==> config.mk <==
export PLATFORM = sky130hd
export DESIGN_NAME = serial_sub
export DESIGN_NICKNAME = d
export VERILOG_FILES = /design/src/rtl/serial_sub.sv
export SDC_FILE = /design/constraint.sdc
export NUM_CORES = 1
export LEC_CHECK = 0
export CAP_MARGIN = 20
export CORE_ASPECT_RATIO = 1.1
export CORE_UTILIZATION = 52
export DETAILED_ROUTE_END_ITERATION = 6
export GPL_TIMING_DRIVEN = 0
export HOLD_SLACK_MARGIN = 0.15
export PLACE_DENSITY = 0.82
export SYNTH_ARGS = -nofsm -noshare
export SYNTH_HDL_FRONTEND = slang
export SYNTH_SLANG_ARGS = --single-unit
export TNS_END_PERCENT = 50
==> constraint.sdc <==
create_clock -name clk -period 2.2 [get_ports clk]
set_clock_uncertainty 0.1 [all_clocks]
set_input_delay 0.44 -clock clk [delete_from_list [all_inputs] [get_ports clk]]
set_output_delay 0.44 -clock clk [all_outputs]
set_load 0.02 [all_outputs]
==> src/rtl/serial_sub.sv <==
// Bit-serial subtractor: diff = a - b - bin, one bit per clock, LSB first,
// through a single full-subtractor cell and a borrow flip-flop.
module serial_sub #(
   parameter int WIDTH = 8
) (
   input  logic             clk,
   input  logic             rst_n,
   input  logic             in_valid,
   output logic             in_ready,
   input  logic [WIDTH-1:0] a,
   input  logic [WIDTH-1:0] b,
   input  logic             bin,
   output logic             out_valid,
   input  logic             out_ready,
   output logic [WIDTH-1:0] diff,
   output logic             bout,
   output logic             ovf,
   output logic             busy
);

   localparam int CW = (WIDTH > 1) ? $clog2(WIDTH) : 1;

   typedef enum logic [1:0] {IDLE, RUN, DONE} state_t;

   state_t           state, state_nx;
   logic [WIDTH-1:0] a_sh, b_sh, diff_sh;
   logic [CW-1:0]    cnt;
   logic             br, a_msb, b_msb;
   logic             ai, bi, d, br_nx, last;

   // Full-subtractor cell on the current bit pair.
   assign ai    = a_sh[0];
   assign bi    = b_sh[0];
   assign d     = ai ^ bi ^ br;
   assign br_nx = (~ai & bi) | (~(ai ^ bi) & br);
   assign last  = (cnt == CW'(WIDTH - 1));

   // NOTE: sequential state uses non-blocking assignments so every register
   // samples pre-edge values; blocking here would create ordering races.
   always_ff @(posedge clk or negedge rst_n) begin
      if (!rst_n) state <= IDLE;
      else        state <= state_nx;
   end

   // NOTE: every comb output gets a default first so no latch is inferred.
   always_comb begin
      state_nx = state;
      case (state)
         IDLE:    if (in_valid) state_nx = RUN;
         RUN:     if (last) state_nx = DONE;
         DONE:    if (out_ready) state_nx = IDLE;
         default: state_nx = IDLE;
      endcase
   end

   always_comb begin
      in_ready  = (state == IDLE);
      out_valid = (state == DONE);
      busy      = (state != IDLE);
   end

   always_ff @(posedge clk or negedge rst_n) begin
      if (!rst_n) begin
         a_sh    <= '0;
         b_sh    <= '0;
         diff_sh <= '0;
         cnt     <= '0;
         br      <= 1'b0;
         a_msb   <= 1'b0;
         b_msb   <= 1'b0;
         diff    <= '0;
         bout    <= 1'b0;
         ovf     <= 1'b0;
      end else begin
         case (state)
            IDLE: if (in_valid) begin
               a_sh  <= a;
               b_sh  <= b;
               br    <= bin;
               cnt   <= '0;
               a_msb <= a[WIDTH-1];
               b_msb <= b[WIDTH-1];
            end
            RUN: begin
               a_sh    <= a_sh >> 1;
               b_sh    <= b_sh >> 1;
               diff_sh <= {d, diff_sh[WIDTH-1:1]};
               br      <= br_nx;
               cnt     <= cnt + 1'b1;
               // Result registers update only on the final bit, so they hold
               // through DONE and after the return to IDLE.
               if (last) begin
                  diff <= {d, diff_sh[WIDTH-1:1]};
                  bout <= br_nx;
                  ovf  <= (a_msb != b_msb) && (d != a_msb);
               end
            end
            default: ;
         endcase
      end
   end

endmodule
======== Word level (Yosys, flattened, before mapping) ========
Cells that the tools add are included.
storage, ports and cells
  memory bits (writable) .................. 0
  flip-flop bits (word level) ............. 42
  memories ................................ 0
  bits in read-only memories .............. 0
  output and inout bits ................... 13
  bits in latches ......................... 0
cells by class
  multipliers ............................. 0
  bitwise logic cells ..................... 7
  reductions and logical operators ........ 8
  add/sub/neg operators ................... 1
  div/mod/pow operators ................... 0
  muxes and demuxes ....................... 12
  eq/ne operators ......................... 8
  order comparisons ....................... 0
  shift-type cells ........................ 0
operators with widths
  kind                                                   number
  one-hot mux 8 bit (2 select lines)                     2
  two-way mux 8 bit                                      2
  two-way mux 2 bit                                      3
  one-hot mux 2 bit (3 select lines)                     1
  one-hot mux 3 bit (2 select lines)                     1
  AND reduction 2 bit                                    3
  inequality test 2 bit, second input constant           2
  nonzero test 2 bit                                     2
  adder 3 x 1 -> 3 bit, second input constant            1
  equality test 3 bit, second input constant             1
  two-way mux 3 bit                                      1
  AND reduction 3 bit                                    1
  bitwise AND 1 bit                                      2
  equality test 2 x 1 -> 1 bit, second input constant    1
  equality test 2 bit, second input constant             1
  logical NOT 2 bit                                      1
  inequality test 1 bit                                  2
  inequality test 2 x 1 -> 1 bit, second input constant  1
  NOT 1 bit                                              2
  one-hot mux 1 bit (2 select lines)                     1
  bitwise XOR 1 bit                                      2
  logical AND 1 bit                                      1
  two-way mux 1 bit                                      1
  bitwise OR 1 bit                                       1

======== Longest topological paths before layout ========
  depth in word-level cells ............... 5
  mapped depth ............................ 6
  mapped depth without buffers ............ 5

======== Worst setup path before layout ========
OpenSTA, ideal clock, no wires.
  path kind ............................... reg2out
  start ................................... register state[0]
  end ..................................... output busy
  buffers on the path ..................... 0
  cell stages (with the launch flop) ...... 3
  data required time ...................... 1.660 ns
  data arrival time ....................... 1.011 ns
  slack ................................... 0.649 ns
  cells stage by stage .................... dfrtp_1 > nor2_1 > inv_1
between the ends
  cells in the longest elaborated chain, start to end .. 1
RTL lines
  what                      RTL line  text
  start: declaration        25        state_t state, state_nx;
  start signal: assignment  42        else state <= state_nx;
  nonzero test 2 bit        59        busy = (state != IDLE);
  end: declaration          18        output logic busy
No other way between the ends.

======== Worst setup path in the final report ========
  start ................................... register state[1]
  end ..................................... output busy
The elaborated chain is that of the path after synthesis.

==> run metrics <==
maximum VDD drop 0.000646 V; Clock transition at path regs 120 ps; Leak 1.10 nW; # diodes 0; WP data arrival 1610 ps; crit end category output pin; core area 3440 µm²; f_max 464 MHz; antenna violations before repair 0; share of layout cells above drive strength 1 14.5%; cell taking the most area after synthesis dfrtp_1; Final Cycle Share 97.9%; Tmin final 2150 ps; area of placed instances 2310 µm²; count leader, synth dfrtp_1; slowest cell on the critical path clkdlybuf4s50_1; final setup violation count 0; Final Hold Viols 0; first-pass GRT wire length 6600 µm; CTS tree done; Die W 60 µm; Startpoint Class flip-flop; crit path max fanout 7; wire per inst 14.3 µm; Netlist cell types 26; htree depth 2; top area cells in the synthesized netlist dfrtp_1 (53%), nor2b_1 (5.5%), a22oi_1 (5.5%); vias per inst 5.39; GR Util All Layers 22.5%; Longest Clk Path Bufs 2; RSZ-0062 raised after global routing true; Clock Latency Late Sink 340 ps; crit path kind reg -> out; Final GP Congestion 0.752; Top FF cell, synth dfrtp_1; status complete, no violations; post-route setup slack 46.3 ps; Die Ht 65.8 µm; DRC Markers 0; Root Driver clkbuf_4; asr flop ratio synth 100%; postcts setup bufs 0; Final Util 69.4%; Worst Path Buf+Inv 2; Design Area, Final 2390 µm²; sequential fraction of the synthesis area 53.3%; synth cell count leaders dfrtp_1 (41), nand2_1 (27), o21ai_0 (19); worst slew pin tran 888 ps; Port Buffers 33; EDFF count, synth 0; synthesized area 1920 µm²; CP max stage delay 530 ps; Crit path max-delay family buffers and inverters; area delta synth->final 24.1%; Synth warnings 0; Rel. slew slack 40.8%; MaxCap Viol Count 0; io pins 34; Post-Syn Nets 204; Mapped Cells 180; DP Wirelength 2810 µm; clock sink count 41; required time of the critical path 1660 ps; GRT overflow 0; number of nets with antenna violations after detailed routing 0; syn avg cell area 10.7 µm²; total wire length 3840 µm; worst path cell trace nor2_1 > inv_1 > clkdlybuf4s50_1; die area 3950 µm²; initial DRC count 49; post-synth top area share 53.3%; total negative slack 0 ps; number of global-route vias before repair 1537; pwr dens 1290 nW/µm²; Pre-antenna DRT Iters 4; Tightest Hold Check Type reg -> reg; Synth Register Bits 41; row cnt 22; largest net degree at the start of global routing 42; total number of vias 1451; Post-Place Setup Slack 123 ps; Net count, final 245; fin. max-slew vios 0; Initial Util 55.9%; TritonCTS buffer count 5
final timing paths:
| kind | start | to | slack (ps) | cells after the start |
|---|---|---|---|---|
| max in group asynchronous | rst_n | state[0]$_DFFE_PN0P_ | 750 | 2 |
| max reg2reg | cnt[0]$_DFFE_PN0P_ | diff[4]$_DFFE_PN0P_ | 550 | 5 |
| max | state[1]$_DFFE_PN0P_ | busy | 50 | 3 |
| min in group asynchronous | rst_n | diff_sh[3]$_DFFE_PN0P_ | 650 | 2 |
| min | ovf$_DFFE_PN0P_ | ovf$_DFFE_PN0P_ | 390 | 2 |
| min reg2reg | ovf$_DFFE_PN0P_ | ovf$_DFFE_PN0P_ | 390 | 2 |
report_power, final:
group / total [mW] / internal (mW) / switching, mW / leakage (nW)
logic: 1.32 / 0.671 / 0.647 / 0.535
clock network: 0.460 / 0.232 / 0.229 / 0.0410
registers: 1.29 / 1.07 / 0.223 / 0.523
tightest hold or removal path, delay by kind of cell, from the launching register on:
kind / cells / cell delay, ps
flip-flops: 1 / 360
AND/OR/NAND/NOR: 1 / 50
AO/OA/AOI/OAI: 1 / 60
repair_timing:
action / in CTS / in global routing
gates cloned: 0 / 0
endpoints found under the hold margin: 41 / 0
hold buffers: 1 / 0
pin swaps: 0 / 0
setup endpoints to repair: 2 / 2
resized for setup: 2 / 3
layer usage:
layer | GRT usage (%) | wire length (µm)
met5 | 0 | 0
met4 | 7.85 | 42
met2 | 39.9 | 2020
met3 | 4.70 | 131
met1 | 26.6 | 1650
sequential cells by signal, summed over array words and instances (netlist names):
| register | count |
|---|---|
| diff_sh | 7 |
| a_sh | 8 |
| br | 1 |
| ovf | 1 |
| diff | 8 |
| a_msb | 1 |
| bout | 1 |
| b_sh | 8 |
| cnt | 3 |
| b_msb | 1 |
| state | 2 |
final cells by class:
class                      count  area (µm²)
buffer                        12        81.3
clock buffer                   5        37.5
clock inverter                 2        35.0
fill                         265        1050
inverter                       5        18.8
multi-input combinational    122         798
sequential                    41        1030
tap                           48        60.1
timing repair buffer          34         329
cells in the final DEF, fill, tap and decap left out, drive strengths merged, types with 3 or more instances in the layout:
master	n
nor2b	18
a22oi	14
a21oi	16
mux2	10
a2bb2oi	3
dfrtp	41
o21ai	21
nand2	27
clkbuf	8
buf	11
clkdlybuf4s50	30
inv	5
through the flow:
| step | instances | total power [mW] | hold WS, ps |
|---|---|---|---|
| 2_1_floorplan | 180 | 2.17 | 44.4 |
| 3_3_place_gp | 261 | 2.55 | 355 |
| 3_5_place_dp | 261 | 2.64 | 363 |
| 4_1_cts | 269 | 3.10 | 392 |
| 5_1_grt | 269 | 3.31 | 429 |
| 6_report | 269 | 3.07 | 390 |
cells by family after synthesis:
| family | count (synthesis) | synth area share, % |
|---|---|---|
| compound gates | 57 | 17.8 |
| simple gates | 51 | 14.0 |
| flops | 41 | 53.3 |
| buf+inv | 17 | 5.20 |
| mux | 11 | 7.35 |
| fa+ha+maj | 3 | 2.34 |
No activity file was read; power rests on OpenSTA's default activity.
